--- src/rtl/des_pkg.sv ---
// Shared definitions for the DES block-mode front end: sequencer states, block width,
// core direction flags and the FIPS reference vectors.
package des_pkg;

  localparam int DES_BLK_W = 64;

  typedef enum logic [2:0] {
    ST_IDLE,
    ST_KICK,
    ST_RUN,
    ST_SETTLE,
    ST_OUT,
    ST_ERR
  } state_t;

  localparam logic FLAG_ENC = 1'b0;
  localparam logic FLAG_DEC = 1'b1;

  localparam logic [DES_BLK_W-1:0] FIPS_KEY = 64'h1334_5779_9BBC_DFF1;
  localparam logic [DES_BLK_W-1:0] FIPS_PT  = 64'h0123_4567_89AB_CDEF;
  localparam logic [DES_BLK_W-1:0] FIPS_CT  = 64'h85E8_1354_0F0A_B405;

endpackage

--- src/rtl/des_cbc_sequencer.sv ---
// ECB/CBC block sequencer in front of the iterative DES core: one block in flight,
// valid/ready on both sides, sticky error when the core fails to finish in time.
module des_cbc_sequencer
  import des_pkg::*;
#(
  parameter int CORE_TIMEOUT = 64,
  parameter int DOUT_SKEW    = 1
) (
  input  logic                 clk,
  input  logic                 reset,
  input  logic                 cbc_en,
  input  logic                 decrypt,
  input  logic [DES_BLK_W-1:0] key,
  input  logic [DES_BLK_W-1:0] iv,
  input  logic                 iv_load,
  input  logic                 s_valid,
  output logic                 s_ready,
  input  logic [DES_BLK_W-1:0] s_data,
  input  logic                 s_last,
  output logic                 m_valid,
  input  logic                 m_ready,
  output logic [DES_BLK_W-1:0] m_data,
  output logic                 m_last,
  output logic                 core_rst_n,
  output logic [DES_BLK_W-1:0] core_key,
  output logic [DES_BLK_W-1:0] core_din,
  output logic                 core_flag,
  input  logic [DES_BLK_W-1:0] core_dout,
  input  logic                 core_ready,
  output logic                 busy,
  output logic                 err
);

  localparam int TW       = $clog2(CORE_TIMEOUT + 1);
  localparam int SKEW_CYC = (DOUT_SKEW < 1) ? 1 : DOUT_SKEW;
  localparam int SW       = $clog2(SKEW_CYC + 1);

  state_t               state, state_nx;
  logic [TW-1:0]        tmo_cnt;
  logic [SW-1:0]        settle_cnt;
  logic [DES_BLK_W-1:0] chain_q, iv_q, blk_q, chain_src;
  logic                 last_q, cbc_q, dec_q;
  logic                 accept, timeout_hit, settle_done;

  assign accept      = s_valid && s_ready;
  assign timeout_hit = (tmo_cnt >= TW'(CORE_TIMEOUT - 1));
  assign settle_done = (settle_cnt == SW'(SKEW_CYC - 1));
  // An iv_load arriving with the first block must chain against the new IV.
  assign chain_src   = iv_load ? iv : chain_q;

  assign busy = (state != ST_IDLE);
  assign err  = (state == ST_ERR);

  always_ff @(posedge clk or posedge reset) begin
    if (reset) state <= ST_IDLE;
    else       state <= state_nx;
  end

  // NOTE: every signal driven here gets a default first, so no path leaves it unassigned (no latch).
  always_comb begin
    state_nx = state;
    case (state)
      ST_IDLE:   if (accept) state_nx = ST_KICK;
      ST_KICK:   state_nx = ST_RUN;
      ST_RUN:    if (core_ready) state_nx = ST_SETTLE;
                 else if (timeout_hit) state_nx = ST_ERR;
      ST_SETTLE: if (settle_done) state_nx = ST_OUT;
      ST_OUT:    if (m_ready) state_nx = ST_IDLE;
      ST_ERR:    state_nx = ST_ERR;
      default:   state_nx = ST_IDLE;
    endcase
  end

  // NOTE: all state below uses non-blocking assignments so every flop samples pre-edge values.
  always_ff @(posedge clk or posedge reset) begin
    if (reset) begin
      s_ready    <= 1'b0;
      core_rst_n <= 1'b0;
      m_valid    <= 1'b0;
      m_data     <= '0;
      m_last     <= 1'b0;
      core_din   <= '0;
      core_key   <= '0;
      core_flag  <= FLAG_ENC;
      chain_q    <= '0;
      iv_q       <= '0;
      blk_q      <= '0;
      last_q     <= 1'b0;
      cbc_q      <= 1'b0;
      dec_q      <= 1'b0;
      tmo_cnt    <= '0;
      settle_cnt <= '0;
    end else begin
      // Registered from next state so both read as reset values right after reset release.
      s_ready    <= (state_nx == ST_IDLE);
      core_rst_n <= (state_nx inside {ST_RUN, ST_SETTLE, ST_OUT});

      if (state == ST_IDLE && iv_load) begin
        chain_q <= iv;
        iv_q    <= iv;
      end

      if (state == ST_IDLE && accept) begin
        blk_q     <= s_data;
        last_q    <= s_last;
        cbc_q     <= cbc_en;
        dec_q     <= decrypt;
        core_key  <= key;
        core_flag <= decrypt ? FLAG_DEC : FLAG_ENC;
        core_din  <= (cbc_en && !decrypt) ? (s_data ^ chain_src) : s_data;
      end

      if (state == ST_KICK) tmo_cnt <= '0;
      else if (state == ST_RUN && tmo_cnt != TW'(CORE_TIMEOUT)) tmo_cnt <= tmo_cnt + 1'b1;

      if (state == ST_SETTLE) settle_cnt <= settle_cnt + 1'b1;
      else                    settle_cnt <= '0;

      if (state == ST_SETTLE && settle_done) begin
        m_valid <= 1'b1;
        m_last  <= last_q;
        if (!dec_q) begin
          m_data <= core_dout;
          if (cbc_q) chain_q <= core_dout;
        end else begin
          m_data <= core_dout ^ (cbc_q ? chain_q : '0);
          if (cbc_q) chain_q <= blk_q;
        end
      end

      if (state == ST_OUT && m_ready) begin
        m_valid <= 1'b0;
        if (last_q && cbc_q) chain_q <= iv_q;
      end
    end
  end

endmodule

--- config.mk ---
export PLATFORM = sky130hd
export DESIGN_NAME = des_cbc_sequencer
export DESIGN_NICKNAME = d
export VERILOG_FILES = /design/src/rtl/des_pkg.sv /design/src/rtl/des_cbc_sequencer.sv
export SDC_FILE = /design/constraint.sdc
export NUM_CORES = 1
export LEC_CHECK = 0
export CAP_MARGIN = 20
export CORE_MARGIN = 2
export CORE_UTILIZATION = 44
export DETAILED_ROUTE_END_ITERATION = 10
export PLACE_DENSITY = 0.78
export SLEW_MARGIN = 20
export SYNTH_ARGS = -nofsm -noshare
export SYNTH_HDL_FRONTEND = slang
export SYNTH_SLANG_ARGS = --single-unit
--- constraint.sdc ---
create_clock -name clk -period 35.5 [get_ports clk]
set_clock_uncertainty 0.05 [all_clocks]
set_input_delay 7.1 -clock clk [delete_from_list [all_inputs] [get_ports clk]]
set_output_delay 7.1 -clock clk [all_outputs]
set_load 0.02 [all_outputs]
==> results.toml <==
[cts]
hold_buffers = 0
cts-root-buf = "clkbuf_16"
cts_tree = "done"
clk_pin_slew_ns = 0.06
clock-sinks = 402
clk_latency_ns = 0.57
htree_levels = 2
clockBufferDepth = 3
post-cts-setup-buffers = 0
cts_buffers = 45
cts_resized = 0

[placement]
dp_hpwl_um = 35300
gp_congestion = 0.829
port_buffers = 463

[yosys]
synth_enable_flop_cells = 0
synth.area.top_cells = "dfrtp_1 (53%), mux2_2 (7.8%), mux2i_1 (6.9%)"
ys.flop_type = "dfrtp_1"
synth_top_area_share_pct = 53.4
netlist_area_mm2 = 0.0188
synth_cell_type_count = 44
ys_seq_elements = 402
ys_seq_area_share_pct = 53.4
synthArstFlopShare_pct = 100
synth_cells = 1813
synth_xor_area_share_pct = 6.23
synth-adder-area-share_pct = 0.133
synth_top_family_by_area = "multiplexers"
synthSimpleGateAreaFrac_pct = 13.3
synth-compound-area-share_pct = 8.56
yosysWarnings = 0
synth.largest_area_cell = "dfrtp_1"
syn_nets = 2080
synth_mux_area_share_pct = 14.7
synth.avg_cell_area_um2 = 10.4

[timing]
slew_headroom_pct = 26.2
setup_viol = 0
drv_slew = 0
finalHoldViolations = 0
final.period_utilization_pct = 26.3
rsz0062_at_grt = "false"
worstMarginPinSlew_ns = 1.11
finalSetupTns_ns = 0
max_clock_freq_ghz = 0.107
fin_crit_ns = 9.34

[route]
drt-initial-drc-count = 1088
num_vias = 15000
ant_nets = 0
wl_per_cell_um = 19.6
wl_um = 54800
drc = 0
routed_via_density = 5.36
first_pass_iters = 6

[layout]
syn_to_final_growth_pct = 33.3
nets = 2485
n_fill_cell = 3410
drive_gt1_share_pct = 10.1
utilization_pct = 59.6

[floorplan]
num_rows = 75
die_area_mm2 = 0.0445
ios = 464
core_area_mm2 = 0.0421
die_height_um = 211
dieWidth_um = 211
initial_core_util_pct = 44.7

[power_and_ir_drop]
vdd_drop_max_mv = 0.0614
p_leak_nw = 11.0
cellPowerDensity_mw_per_mm2 = 90.8

[grt]
grt_pass1_vias = 15500
grt_max_degree = 201
track_usage_pct = 24.5
grt_pass1_wl_um = 85900
antenna_found_initial = 7
gr-total-overflow = 0

[worst_setup_path]
worstPathMaxFanout = 17
cpMaxStageDelayCell = "dfrtp_1"
slowest_delay_ns = 0.58
cp_cell_sequence = "or3_4 -> clkdlybuf4s50_1"
crit_arrival_ns = 2.19
cp-end-kind = "primary output"
required_ns = 28.35
path_class = "reg -> out"
cp-start-kind = "flip-flop"

[run_status]
outcome = "finished clean"

[flow_run]
maxCapViolCount = 0

[min_path]
holdCritPathClass = "reg -> reg"
## critical path, delay by kind of cell (launching register included)
family | cells | cell delay, ns
DFF | 1 | 0.58
buffers and inverters | 1 | 0.56
and+or+nand+nor | 1 | 0.48
## through the flow
step | hold WS, ns | worst slack, ns | power, W | std cells | cell area (µm²)
global route | 0.438 | 25.97 | 0.00242 | 2794 | 25100
CTS | 0.431 | 25.97 | 0.00230 | 2788 | 25100
global placement | 0.407 | 25.40 | 0.00179 | 2710 | 23700
floorplan | 0.396 | 17.17 | 0.00143 | 1813 | 18800
finish | 0.431 | 26.16 | 0.00228 | 2795 | 25100
detailed placement | 0.416 | 25.36 | 0.00182 | 2710 | 23700
## state kept, by name (all words and copies together) (netlist names)
register    count
blk_q          64
core_din       64
last_q          1
tmo_cnt         7
s_ready         1
cbc_q           1
m_last          1
core_rst_n      1
m_data         64
chain_q        64
core_flag       1
iv_q           64
m_valid         1
state           3
settle_cnt      1
core_key       64
## logic make-up (layout without fill, tap and decap cells)
| kind of cell | Yosys count | in the layout |
|---|---|---|
| and+or+nand+nor | 616 | 616 |
| DFF | 402 | 402 |
| AOI/OAI and AO/OA | 270 | 270 |
| muxes | 261 | 261 |
| xor gates and xnor gates | 134 | 134 |
| buffers and inverters | 128 | 564 |
| adders and majority gates | 2 | 2 |
| other | 0 | 7 |
## placed cells by master, fill, tap and decap left out, types with 2 or more instances in the layout
cell,netlist,routed
clkbuf_1,32,12
nand4_1,3,3
clkbuf_8,0,10
bufinv_16,0,3
mux2_2,131,131
and3_1,2,2
a22o_1,64,64
clkinv_2,0,5
inv_1,6,5
dfrtp_1,402,401
ha_1,2,2
clkbuf_16,0,45
xor2_1,69,69
mux2i_1,129,129
nand3_1,65,65
nor3b_1,2,2
a21oi_1,194,194
clkdlybuf4s50_1,0,462
diode_2,0,7
and2_2,0,2
inv_6,0,3
a21o_1,2,2
buf_4,11,16
o21ai_0,4,4
xnor2_1,65,65
nor2_1,201,201
nand2_1,325,324
## final timing paths
| path | to | cells past startpoint | start | slack [ns] |
|---|---|---|---|---|
| setup / recovery | busy | 2 | state[0]$_DFF_PP0_ | 26.16 |
| hold / removal | iv_q[35]$_DFFE_PP0P_ | 2 | iv_q[35]$_DFFE_PP0P_ | 0.43 |
| setup reg to reg | chain_q[44]$_DFF_PP0_ | 5 | state[0]$_DFF_PP0_ | 31.98 |
| hold reg to reg | iv_q[35]$_DFFE_PP0P_ | 2 | iv_q[35]$_DFFE_PP0P_ | 0.43 |
| max in group asynchronous | core_din[1]$_DFFE_PP0P_ | 4 | reset | 26.33 |
| min in group asynchronous | core_key[1]$_DFFE_PP0P_ | 2 | reset | 7.03 |
## synthesized netlist by cell type (3+ instances only)
| cell type | n |
|---|---|
| nand4_1 | 3 |
| xnor2_1 | 65 |
| nor2_1 | 201 |
| clkbuf_1 | 32 |
| buf_1 | 20 |
| nand3_1 | 65 |
| xor2_1 | 69 |
| mux2i_1 | 129 |
| mux2_2 | 131 |
| a22o_1 | 64 |
| inv_1 | 6 |
| buf_2 | 43 |
| nand2_1 | 325 |
| buf_6 | 16 |
| buf_4 | 11 |
| a21oi_1 | 194 |
| o21ai_0 | 4 |
| and2_1 | 3 |
| dfrtp_1 | 402 |
## area by class of cell
| class | instances | area [µm²] | share of cell area [%] |
|---|---|---|---|
| Inverter | 6 | 30.0 | 0.119 |
| Clock buffer | 67 | 1310 | 5.21 |
| Sequential cell | 402 | 10100 | 40.0 |
| Timing Repair Buffer | 480 | 4780 | 19.0 |
| Clock inverter | 11 | 141 | 0.563 |
| Multi-Input combinational cell | 1283 | 8120 | 32.3 |
| Tap cell | 539 | 674 | 2.68 |
| Antenna cell | 7 | 17.5 | 0.0697 |
## report_power, final
group	switching, W	internal (W)	total, W	leakage (nW)
sequential	0.000149	0.000685	0.000834	4.72
clock	0.000187	0.000276	0.000463	0.716
combinational	0.000513	0.000473	0.000986	5.61
total	0.000849	0.00143	0.00228	11.0
## layer usage
| layer | share of wire [%] | routed length [µm] | GRT usage (%) |
|---|---|---|---|
| met2 | 49 | 27000 | 40.3 |
| met1 | 41 | 22400 | 31.6 |
| met4 | 3.2 | 1760 | 10.2 |
| met5 | 0 | 0 | 0 |
| met3 | 6.6 | 3630 | 5.04 |
Note: power is estimated with default switching activity, not from simulation.
